[config.mk]
export PLATFORM = sky130hd
export DESIGN_NAME = pipeline_hazard_ctrl
export DESIGN_NICKNAME = d
export VERILOG_FILES = /design/src/rtl/pipeline_hazard_ctrl.sv
export SDC_FILE = /design/constraint.sdc
export NUM_CORES = 1
export LEC_CHECK = 0
export ABC_AREA = 1
export BUFFER_PORTS_ARGS = -buffer_cell sky130_fd_sc_hd__buf_4
export CAP_MARGIN = 20
export CORE_MARGIN = 3
export CORE_UTILIZATION = 40
export DETAILED_ROUTE_END_ITERATION = 10
export GPL_TIMING_DRIVEN = 0
export SLEW_MARGIN = 5
export SYNTH_ARGS = -nofsm -noshare
export SYNTH_HDL_FRONTEND = slang
export SYNTH_SLANG_ARGS = --single-unit
[constraint.sdc]
create_clock -name clk -period 3.5 [get_ports clk]
set_input_delay 0.175 -clock clk [delete_from_list [all_inputs] [get_ports clk]]
set_output_delay 0.175 -clock clk [all_outputs]
set_load 0.005 [all_outputs]
[src/rtl/pipeline_hazard_ctrl.sv]
// ---------------------------------------------------------------------------
// pipeline_hazard_ctrl
//
// Central stall/flush controller for a five-stage in-order pipeline.
// The controller freezes every stage while either memory is still busy. It
// flushes the younger stages when a branch in MEM turns out mispredicted. It
// inserts one bubble into EX when an instruction in ID needs the result of a
// load that is still in EX. It also counts memory-busy cycles and raises a
// sticky hang flag if memory stays busy for too long.
//
// Ports
//   clk, reset                 clock and synchronous active-high reset
//   imem_read, imem_resp       instruction fetch request / completion
//   dmem_req, dmem_resp        data access request / completion
//   mem_mispredict             branch in MEM resolved mispredicted
//   id_ex_mem_read, id_ex_dr   load-in-EX flag and its destination register
//   if_id_sr1/sr2, uses_sr1/2  source registers read by the instruction in ID
//   ex_load_cc                 instruction in EX writes condition codes
//   *_load                     pipeline register load enables
//   *_reset                    pipeline register synchronous clears (bubbles)
//   stall_cycles               saturating count of memory-busy cycles
//   stall_timeout              sticky flag: memory busy for TIMEOUT cycles
// ---------------------------------------------------------------------------
module pipeline_hazard_ctrl #(
    parameter int CNT_W   = 16,
    parameter int TIMEOUT = 255
) (
    input  logic             clk,
    input  logic             reset,
    input  logic             imem_read,
    input  logic             imem_resp,
    input  logic             dmem_req,
    input  logic             dmem_resp,
    input  logic             mem_mispredict,
    input  logic             id_ex_mem_read,
    input  logic [2:0]       id_ex_dr,
    input  logic [2:0]       if_id_sr1,
    input  logic [2:0]       if_id_sr2,
    input  logic             if_id_uses_sr1,
    input  logic             if_id_uses_sr2,
    input  logic             ex_load_cc,
    output logic             pc_load,
    output logic             if_id_load,
    output logic             id_ex_load,
    output logic             ex_mem_load,
    output logic             ex_mem_load_cc,
    output logic             mem_wb_load,
    output logic             if_id_reset,
    output logic             id_ex_reset,
    output logic             ex_mem_reset,
    output logic             mem_wb_reset,
    output logic [CNT_W-1:0] stall_cycles,
    output logic             stall_timeout
);

    typedef enum logic [1:0] {
        RUN   = 2'd0,
        STALL = 2'd1,
        HUNG  = 2'd2
    } state_t;

    // Run length that, when seen with memory still busy, means this is the
    // TIMEOUT-th consecutive busy cycle.
    localparam logic [7:0] RUN_LEN_LAST = 8'(TIMEOUT - 1);

    state_t           state;
    state_t           state_next;
    logic [7:0]       run_len;
    logic [CNT_W-1:0] stall_cnt;
    logic             mem_busy;
    logic             load_use;

    // A memory is busy when it has a request outstanding that it does not
    // complete this cycle. A load-use hazard exists when ID reads the
    // register that the load in EX has not yet produced.
    always_comb begin
        mem_busy = (imem_read & ~imem_resp) | (dmem_req & ~dmem_resp);
        load_use = id_ex_mem_read &
                   ((if_id_uses_sr1 & (if_id_sr1 == id_ex_dr)) |
                    (if_id_uses_sr2 & (if_id_sr2 == id_ex_dr)));
    end

    // Stall watchdog next-state logic. HUNG can only be left through reset.
    always_comb begin
        state_next = state;
        case (state)
            RUN: begin
                if (mem_busy)
                    state_next = STALL;
            end
            STALL: begin
                if (!mem_busy)
                    state_next = RUN;
                else if (run_len == RUN_LEN_LAST)
                    state_next = HUNG;
            end
            HUNG: begin
                state_next = HUNG;
            end
            default: begin
                state_next = RUN;
            end
        endcase
    end

    // State register.
    always_ff @(posedge clk) begin
        if (reset)
            state <= RUN;
        else
            state <= state_next;
    end

    // Consecutive busy-cycle counter. It saturates so that a long hang
    // cannot wrap it back into a small value.
    always_ff @(posedge clk) begin
        if (reset)
            run_len <= 8'd0;
        else if (mem_busy) begin
            if (run_len != 8'hFF)
                run_len <= run_len + 8'd1;
        end
        else
            run_len <= 8'd0;
    end

    // Total busy-cycle counter. It sticks at all-ones instead of wrapping.
    always_ff @(posedge clk) begin
        if (reset)
            stall_cnt <= '0;
        else if (mem_busy && !(&stall_cnt))
            stall_cnt <= stall_cnt + CNT_W'(1);
    end

    assign stall_cycles  = stall_cnt;
    assign stall_timeout = (state == HUNG);

    // Pipeline control, highest priority first: reset, memory freeze,
    // mispredict flush, load-use bubble, then normal flow. A freeze holds
    // every register, so a pending flush or bubble is still there when the
    // freeze ends and is handled then.
    always_comb begin
        pc_load      = 1'b1;
        if_id_load   = 1'b1;
        id_ex_load   = 1'b1;
        ex_mem_load  = 1'b1;
        mem_wb_load  = 1'b1;
        if_id_reset  = 1'b0;
        id_ex_reset  = 1'b0;
        ex_mem_reset = 1'b0;
        mem_wb_reset = 1'b0;
        if (reset) begin
            pc_load      = 1'b0;
            if_id_load   = 1'b0;
            id_ex_load   = 1'b0;
            ex_mem_load  = 1'b0;
            mem_wb_load  = 1'b0;
            if_id_reset  = 1'b1;
            id_ex_reset  = 1'b1;
            ex_mem_reset = 1'b1;
            mem_wb_reset = 1'b1;
        end
        else if (mem_busy) begin
            pc_load      = 1'b0;
            if_id_load   = 1'b0;
            id_ex_load   = 1'b0;
            ex_mem_load  = 1'b0;
            mem_wb_load  = 1'b0;
        end
        else if (mem_mispredict) begin
            if_id_load   = 1'b0;
            id_ex_load   = 1'b0;
            ex_mem_load  = 1'b0;
            if_id_reset  = 1'b1;
            id_ex_reset  = 1'b1;
            ex_mem_reset = 1'b1;
        end
        else if (load_use) begin
            pc_load      = 1'b0;
            if_id_load   = 1'b0;
            id_ex_load   = 1'b0;
            id_ex_reset  = 1'b1;
        end
    end

    // Condition codes advance only together with the EX/MEM register.
    assign ex_mem_load_cc = ex_mem_load & ex_load_cc;

endmodule

==> metrics.cfg, run 1 <==
[critical_path]
worstPathCellList=ha_1 -> nand2_1 -> nor2_2 -> nand2_2 -> nor2_2 -> nor2_4 -> buf_6 -> nand2_1 -> a21oi_2
cp_max_fo=10
arrival_ns=1.78
slowest_stage=dfxtp_1
worstPathRequired_ns=3.63
worst-setup-path-type=reg2reg
endpoint_kind=flop
reg2reg_from=stall_cycles[0]
start_kind=flop
cp-startpoint=stall_cycles[0]
cp_slowest_stage_delay_ns=0.42

[cts]
cts_resized=0
clock-sinks=26
cts-root-buf=clkbuf_8
cts.hold.buffers_added=0
numCtsBuffers=3
h-tree-depth=1
clk_path_buf_depth=2
cts_tree=built
clk_latency_ns=0.27
cts_setup_buffers=0
cts.clk_slew.worst_paths_ns=0.09

[global_route]
grt_pass1_wl_mm=6.40
antenna_found_initial=0
grt_pass1_vias=1526
grt_max_degree=14
grt_usage=0.156
gr-total-overflow=0

[yosys]
synth_xor_area_frac=0.0693
synth-compound-area-share=0.127
synth_fp_nets=271
yosysWarnings=0
synth_cell_type_count=25
synth-simple-area-share=0.354
synth_adder_area_share=0.0228
synth_top_family_by_area=simple AND/OR/NAND/NOR gates
synth_seq_area_share=0.317
synthMuxAreaShare=0
synth-seq-cells=26
avgSynthCellArea_sq_um=6.62
syn_area_sq_um=1640
syn_inst=248

[sta]
rsz0062_at_grt=false
fin_hold_ws_ns=0.159
setup_viol=0
fin_crit_ns=1.65
timing.fmax_ghz=0.606
fin_crit_sh=0.471
final-hold-violation-count=0
max_slew_margin=0.493
worstMarginPinSlew_ns=0.760
maxSlewViolCount=0
setup_tns_ns=0
fin_ws_ns=1.85
finalClockSkew_ns=0.00561

[layout]
antenna_cells=0
multiInputGateArea_sq_um=942
final-seq-area_sq_um=520
final_cells=345
syn_to_final_growth_pct=27.2
nets=322
design_area_sq_um=2090
n_fill_cell=386
drive_gt1_frac=0.263

[placed_design]
dpl_worst_slack_ns=1.85
placedInstanceArea_sq_um=2050
dp.cells=342
dp_hpwl_mm=2.88
portBuffers=46
gp_congestion=0.812

[routing]
firstDrtPassIters=4
final_antenna_net_count=0
drt-initial-drc-count=53
vias=1614
via_per_inst=4.68
totalWireLength_mm=3.58
drc_errors=0
drt-wirelength-per-cell_microns=10.4

[status]
status=complete, no violations

[floorplan]
fp-row-count=22
die_width_microns=70.1
dieArea_sq_um=4910
die_y_microns=70.1
core_sq_um=3800
initial_core_util=0.432
io_pins=47

[job]
drv_cap=0

[min_path]
hold_path.startpoint=reset
hold_path.class=in2reg

[power]
ir_drop_mv=0.172
leakage_nw=0.966
power.density_nw_per_um2=273

## routing by layer
layer  GRT usage  routed length [microns]  vias up
li1            -                        -      880
met1       0.201                     1820      698
met2       0.260                     1570       30
met3      0.0288                      150        6
met4      0.0511                       46        0
met5           0                        0        -
## state kept, by name, summed over array words and instances, names as in the netlist
signal / flops
stall_cycles: 16
state: 2
run_len: 8
## power breakdown
group | leakage (nW) | internal, mW | switching, mW | total [mW]
Sequential | 0.210 | 0.301 | 0.00574 | 0.307
Clock | 0.0216 | 0.0770 | 0.0900 | 0.167
Combinational | 0.734 | 0.0490 | 0.0464 | 0.0954
## through the flow
| stage | util | total power [mW] |
|---|---|---|
| final | 0.550 | 0.570 |
| after global routing | 0.550 | 0.599 |
| after CTS | 0.550 | 0.580 |
| after detailed placement | 0.539 | 0.411 |
| after global placement | 0.539 | 0.410 |
| after floorplan | - | 0.364 |
## synthesized netlist by cell type
| cell | n | share of area |
|---|---|---|
| nand2_1 | 66 | 0.15 |
| inv_1 | 32 | 0.073 |
| nor2_1 | 31 | 0.071 |
| dfxtp_1 | 26 | 0.32 |
| nand3_1 | 22 | 0.067 |
| a21oi_2 | 10 | 0.053 |
| a21oi_1 | 8 | 0.024 |
| xnor2_1 | 7 | 0.037 |
| nand4_1 | 6 | 0.023 |
| o21ai_0 | 6 | 0.018 |
| xor2_1 | 6 | 0.032 |
| nor2_2 | 5 | 0.019 |
| buf_4 | 3 | 0.014 |
| ha_1 | 3 | 0.023 |
| inv_2 | 3 | 0.0069 |
| o21ai_1 | 3 | 0.0091 |
| buf_6 | 2 | 0.014 |
| nand2_2 | 2 | 0.0076 |
| a21boi_0 | 1 | 0.0046 |
| clkbuf_1 | 1 | 0.0023 |
| nor2_4 | 1 | 0.0069 |
| nor3_1 | 1 | 0.0030 |
| nor3_2 | 1 | 0.0061 |
| o21ai_2 | 1 | 0.0053 |
| o22ai_4 | 1 | 0.012 |
## cell families after synthesis
family / Yosys count
compound gates: 30
buf+inv: 41
fa+ha+maj: 3
flops: 26
simple gates: 135
xor+xnor: 13
## worst max-delay path: cells and delay by family (launching register included)
family,cells,cell delay [ns]
AOI/OAI and AO/OA,1,0.05
and+or+nand+nor,6,0.66
adders and majority gates,1,0.24
DFF,1,0.42
buffers and inverters,1,0.14
## cells in the final DEF (no fill, tap or decap)
cell | Yosys | layout
nor3_2 | 1 | 1
o21ai_1 | 3 | 3
nor3_1 | 1 | 1
nand3_1 | 22 | 22
inv_2 | 3 | 3
nand4_1 | 6 | 6
clkbuf_1 | 1 | 1
clkbuf_8 | 0 | 3
xor2_1 | 6 | 6
nand2_1 | 66 | 66
a21oi_2 | 10 | 10
o21ai_0 | 6 | 6
nor2_4 | 1 | 1
buf_4 | 3 | 49
o22ai_4 | 1 | 1
xnor2_1 | 7 | 7
o21ai_2 | 1 | 1
nand2_2 | 2 | 2
a21boi_0 | 1 | 1
dfxtp_1 | 26 | 26
a21oi_1 | 8 | 8
nor2_1 | 31 | 31
buf_6 | 2 | 2
inv_1 | 32 | 32
nor2_2 | 5 | 5
ha_1 | 3 | 3
## worst paths after layout
check,end,slack (ns),cells after the start
setup / recovery,stall_cycles[10],1.85,9
hold / removal,state[0],0.16,2
setup reg to reg,stall_cycles[10],1.85,9
hold reg to reg,stall_cycles[1],0.53,2
## layout make-up
cell class | count | share of cell area
timing repair buffer | 46 | 0.165
multi-input combinational | 181 | 0.451
inverter | 35 | 0.0629
buffer | 6 | 0.0234
clock buffer | 3 | 0.0198
tap | 48 | 0.0287
sequential | 26 | 0.249
(Power assumes the default switching activity.)
==> run 2: changes to the inputs <==
--- a/config.mk
+++ b/config.mk
@@ -12,6 +12,7 @@
 export CORE_UTILIZATION = 40
 export DETAILED_ROUTE_END_ITERATION = 10
 export GPL_TIMING_DRIVEN = 0
+export PLACE_DENSITY = 0.67
 export SLEW_MARGIN = 5
 export SYNTH_ARGS = -nofsm -noshare
 export SYNTH_HDL_FRONTEND = slang
==> constraint.sdc (replaced) <==
create_clock -name clk -period 1.4 [get_ports clk]
set_input_delay 0.07 -clock clk [delete_from_list [all_inputs] [get_ports clk]]
set_output_delay 0.07 -clock clk [all_outputs]
set_load 0.005 [all_outputs]
==> run 2 against run 1 <==
Against the previous run:
- count of clock-buffer cells in the layout unchanged
- die area unchanged
- largest cell class unchanged
- non-clock buffer count up 8
==> metrics.cfg, run 2 (same netlist as run 1, synthesis figures left out) <==
[routing]
drc_errors=0  ; unchanged
totalWireLength_mm=3.70  ; +3.3%
drt-initial-drc-count=98  ; +85%
drt-wirelength-per-cell_microns=10.5  ; +1.0%
via_per_inst=4.67  ; -0.27%
final_antenna_net_count=0  ; unchanged
vias=1647  ; +2.0%
firstDrtPassIters=6  ; +2

[sta]
final-hold-violation-count=0  ; unchanged
max_slew_margin=0.509  ; +0.0159
worstMarginPinSlew_ns=0.736  ; -0.0239 ns
setup_viol=0  ; unchanged
timing.fmax_ghz=0.722  ; +19%
fin_crit_sh=0.989  ; +0.518
rsz0062_at_grt=true
maxSlewViolCount=0  ; unchanged
finalClockSkew_ns=0.00879  ; +0.00318 ns
fin_crit_ns=1.38  ; -0.265 ns

[power]
power_mw=1.46  ; +160%
ir_drop_mv=0.414  ; +140%
power.density_nw_per_um2=640  ; +130%
leakage_nw=1.05  ; +9.0%

[placed_design]
dp_hpwl_mm=2.80  ; -2.7%
portBuffers=46  ; unchanged
placedInstanceArea_sq_um=2070  ; +0.98%
gp_congestion=0.752  ; -7.4%

[critical_path]
cp_max_fo=8  ; -2
worst-setup-path-type=reg2reg
arrival_ns=1.51  ; -0.27 ns
start_kind=flop
endpoint_kind=flop
worstPathRequired_ns=1.52  ; -2.11 ns

[cts]
h-tree-depth=1  ; unchanged
numCtsBuffers=3  ; unchanged
cts_tree=built
cts.hold.buffers_added=0  ; unchanged
clk_latency_ns=0.27  ; about the same
clk_path_buf_depth=2  ; unchanged
cts.clk_slew.worst_paths_ns=0.09  ; about the same
cts-root-buf=clkbuf_8
clock-sinks=26  ; unchanged

[global_route]
antenna_found_initial=0  ; unchanged
grt_max_degree=14  ; unchanged
gr-total-overflow=0  ; unchanged
grt_pass1_vias=1453  ; -4.8%
grt_usage=0.151  ; -0.00511
grt_pass1_wl_mm=6.27  ; -1.9%

[floorplan]
die_y_microns=70.1  ; unchanged
core_sq_um=3800  ; unchanged
die_width_microns=70.1  ; unchanged
dieArea_sq_um=4910  ; unchanged
fp-row-count=22  ; unchanged
initial_core_util=0.432  ; unchanged
io_pins=47  ; unchanged

[layout]
mostFrequentLayoutCells=59 x nand2_1, 56 x buf_4, 31 x inv_1
drive_gt1_frac=0.390  ; +0.128
layout_commonest_cell=nand2_1
largest_reg_flops=16  ; unchanged
antenna_cells=0  ; unchanged
syn_to_final_growth_pct=38.8
nets=330  ; +2.5%
design_area_sq_um=2280  ; +9.1%

[min_path]
hold_path.class=in2reg

[job]
drv_cap=0  ; unchanged

[status]
status=complete, no violations

run 2: changes by cell type in the layout (fill, tap and decap cells not counted), sizes merged:
cell	change
buf	+8
run 2: cell type report:
type | instances | area, sq um
Buffer | 6 | 48.8
Clock buffer | 3 | 41.3
Fill cell | 361 | 1520
Inverter | 35 | 131
Multi-Input combinational cell | 181 | 1040
Sequential cell | 26 | 552
Tap cell | 48 | 60.1
Timing Repair Buffer | 54 | 409
run 2: power breakdown:
part	switching, mW	total, mW	internal [mW]	leakage [nW]
Clock	0.226	0.418	0.193	0.0216
Sequential	0.0142	0.765	0.750	0.220
Combinational	0.130	0.276	0.146	0.811
run 2: path summary, 6_finish.rpt:
check	from	endpoint	slack (ns)	depth (start not counted)
min reg2reg	stall_cycles[4]	stall_cycles[4]	0.51	2
max	stall_cycles[1]	stall_cycles[7]	0.02	9
min	reset	state[0]	0.08	2
max reg2reg	stall_cycles[1]	stall_cycles[7]	0.02	9
run 2: what timing repair did:
action	CTS	global route
endpoints found under the setup margin	20	23
pin swaps	3	1
setup buffers	6	1
resized for setup	20	24
gates cloned	1	0
run 2: critical path: stages, from the launching register on:
cell and delay [ns]:
dfxtp_4 0.37, ha_4 0.16, nand2_4 0.05, nor2_4 0.12
nand2_4 0.09, nor2_4 0.12, nor2_4 0.07, buf_4 0.14
nand2_1 0.08, a21oi_2 0.05
run 2: per-layer routing:
layer | share of wire | vias up | track usage
met2 | 0.46 | 29 | 0.256
met4 | 0.015 | 0 | 0.0511
met5 | 0 | - | 0
met1 | 0.49 | 716 | 0.200
met3 | 0.035 | 4 | 0.0115
li1 | - | 898 | -
run 2: through the flow:
step                      hold slack, ns  utilization  setup slack, ns  instances  TNS [ns]
after floorplan                    0.181            -           0.0248        248         0
after global placement             0.336        0.544          -0.0961        342     -1.28
after detailed placement           0.359        0.544           -0.111        342     -1.40
after CTS                         0.0600        0.580         -0.00503        352   -0.0100
after global routing              0.0788        0.600          -0.0704        353    -0.613
final                             0.0771        0.600           0.0154        353         0
==> run 3: changes to the inputs <==
--- a/config.mk
+++ b/config.mk
@@ -9,11 +9,9 @@
 export BUFFER_PORTS_ARGS = -buffer_cell sky130_fd_sc_hd__buf_4
 export CAP_MARGIN = 20
 export CORE_MARGIN = 3
-export CORE_UTILIZATION = 40
+export CORE_UTILIZATION = 35
 export DETAILED_ROUTE_END_ITERATION = 10
 export GPL_TIMING_DRIVEN = 0
-export PLACE_DENSITY = 0.67
-export SLEW_MARGIN = 5
 export SYNTH_ARGS = -nofsm -noshare
 export SYNTH_HDL_FRONTEND = slang
 export SYNTH_SLANG_ARGS = --single-unit
==> run 3 against run 2 <==
Against the previous run:
- register-to-register slack better by 0.02 ns
- via count is 1.5% higher
- combinational power hardly changed
- global-route usage is 0.29 points lower
- wire length is 6.0% higher
- sequential power is 2% lower
- setup slack better by 0.022 ns
- critical path type unchanged
- critical endpoint is now stall_cycles[11]
==> metrics.cfg, run 3 (same netlist as run 1, synthesis figures left out) <==
[status]
status=complete, no violations

[floorplan]
die_y_microns=74.5  ; +6.3%
die_width_microns=74.5  ; +6.3%
dieArea_sq_um=5550  ; +13%
core_sq_um=4440  ; +17%
fp-row-count=24  ; +9.1%
initial_core_util=0.370  ; -0.0628
io_pins=47  ; unchanged

[layout]
final_core_util=0.521  ; -0.0796
syn_to_final_growth_pct=40.8
antenna_cells=0  ; unchanged
largest_reg_flops=16  ; unchanged
nets=329  ; -0.30%
drive_gt1_frac=0.390  ; unchanged
n_fill_cell=468  ; +30%
mostFrequentLayoutCells=63 x nand2_1, 54 x buf_4, 31 x inv_1
layout_commonest_cell=nand2_1

[sta]
setup_viol=0  ; unchanged
rsz0062_at_grt=true
fin_crit_sh=0.973  ; -0.0159
max_slew_margin=0.491  ; -0.0183
finalClockSkew_ns=0.00729  ; -0.00150 ns
maxSlewViolCount=0  ; unchanged
worstMarginPinSlew_ns=0.764  ; +0.0274 ns
timing.fmax_ghz=0.734  ; +1.6%
final-hold-violation-count=0  ; unchanged
fin_crit_ns=1.36  ; -0.0222 ns

[global_route]
grt_usage=0.148  ; -0.00288
gr-total-overflow=0  ; unchanged
grt_max_degree=15  ; +1
grt_pass1_wl_mm=6.46  ; +3.0%
antenna_found_initial=0  ; unchanged
grt_pass1_vias=1468  ; +1.0%

[job]
drv_cap=0  ; unchanged

[power]
p_seq_frac=0.493  ; -0.031
clockPowerShare=0.327  ; +0.040
internal_power_mw=1.13  ; +4.0%
power.density_nw_per_um2=659  ; +3.0%
ir_drop_mv=0.412  ; -0.42%
power_mw=1.52  ; +4.5%
sw_frac_of_total=0.257  ; +0.00326
p_comb_frac=0.180  ; -0.009
p_switching_mw=0.392  ; +5.8%
leakage_nw=1.04  ; -1.2%

[placed_design]
gp_congestion=0.784  ; +4.2%
portBuffers=46  ; unchanged
dp_hpwl_mm=2.95  ; +5.4%

[critical_path]
slowest_stage=dfxtp_4
cp_max_fo=10  ; +2
cp_slowest_stage_delay_ns=0.37  ; about the same
arrival_ns=1.56  ; +0.05 ns
worstPathCellList=ha_4 -> nand2_2 -> nor2_4 -> nand2_4 -> o21ai_2 -> buf_6 -> nand2_1 -> a21oi_2
worstPathRequired_ns=1.60  ; +0.08 ns
worst-setup-path-type=reg2reg
endpoint_kind=flop
start_kind=flop

[routing]
totalWireLength_mm=3.93  ; +6.0%
vias=1672  ; +1.5%
drt-initial-drc-count=61  ; -38%
drt-wirelength-per-cell_microns=11.0  ; +4.8%
via_per_inst=4.68  ; +0.38%
drc_errors=0  ; unchanged
final_antenna_net_count=0  ; unchanged
firstDrtPassIters=4  ; -2

[min_path]
hold_path.class=in2reg

[cts]
cts-root-buf=clkbuf_8
cts_tree=built
clock-sinks=26  ; unchanged
cts.hold.buffers_added=0  ; unchanged
clk_path_buf_depth=2  ; unchanged
numCtsBuffers=3  ; unchanged
h-tree-depth=1  ; unchanged
cts.clk_slew.worst_paths_ns=0.09  ; about the same
clk_latency_ns=0.28  ; about the same

==> run 3: changes by cell type in the layout (fill, tap and decap cells not counted), moves of 2 or more <==
cell / change
nand2_1: +4
a21oi_1: -2
buf_4: -2
nand2_2: -3
dfxtp_2: -7
a21oi_2: +2
dfxtp_4: +8
==> run 3: routing by layer <==
| layer | up-vias | GRT usage | share of wire |
|---|---|---|---|
| met3 | 2 | 0.0284 | 0.041 |
| met4 | 0 | 0.0296 | 0.0043 |
| li1 | 897 | - | - |
| met2 | 29 | 0.255 | 0.48 |
| met1 | 744 | 0.192 | 0.48 |
| met5 | - | 0 | 0 |
==> run 3: power groups by stage <==
stage | clock network [mW] | logic [mW] | registers (mW)
finish | 0.499 | 0.274 | 0.751
global route | 0.548 | 0.308 | 0.753
CTS | 0.519 | 0.262 | 0.767
detailed placement | 0 | 0.246 | 0.789
global placement | 0 | 0.245 | 0.789
floorplan | 0 | 0.129 | 0.787
==> run 3: final timing paths <==
kind	startpoint	end	slack, ns	cells past startpoint
setup / recovery	stall_cycles[1]	stall_cycles[11]	0.04	8
hold reg to reg	stall_cycles[3]	stall_cycles[3]	0.51	2
hold / removal	reset	state[0]	0.07	2
setup reg to reg	stall_cycles[1]	stall_cycles[11]	0.04	8
==> run 3: stage by stage <==
step           instances  hold WS [ns]  instance area [sq um]  setup slack, ns  TNS [ns]
5_1_grt              357        0.0886                   2310          -0.0669    -0.523
4_1_cts              354        0.0580                   2180          -0.0212    -0.136
6_report             357        0.0677                   2310           0.0376         0
2_1_floorplan        248         0.181                   1660           0.0248         0
3_5_place_dp         346         0.352                   2070           -0.122     -1.62
3_3_place_gp         346         0.346                   2070           -0.116     -1.47
==> run 3: critical path, delay by kind of cell, from the launching register on <==
kind	cells	cell delay, ns
AND/OR/NAND/NOR	4	0.33
buffers and inverters	1	0.17
flip-flops	1	0.37
adder cells (fa/ha/maj)	1	0.14
AO/OA/AOI/OAI	2	0.27
==> run 3: layout make-up <==
cell class	count	area [sq um]	share of cell area
timing repair buffer	53	405	0.175
multi-input combinational	181	1030	0.447
tap	52	65.1	0.0281
buffer	6	48.8	0.0211
inverter	35	131	0.0568
clock buffer	4	55.1	0.0238
sequential	26	573	0.248
==> run 3: repair_timing <==
| action | 4_1_cts | 5_1_grt |
|---|---|---|
| buffers inserted | 4 | 2 |
| cloned | 0 | 1 |
| pin swaps | 5 | 4 |
| endpoints found under the setup margin | 22 | 25 |
| gates resized for setup | 14 | 39 |
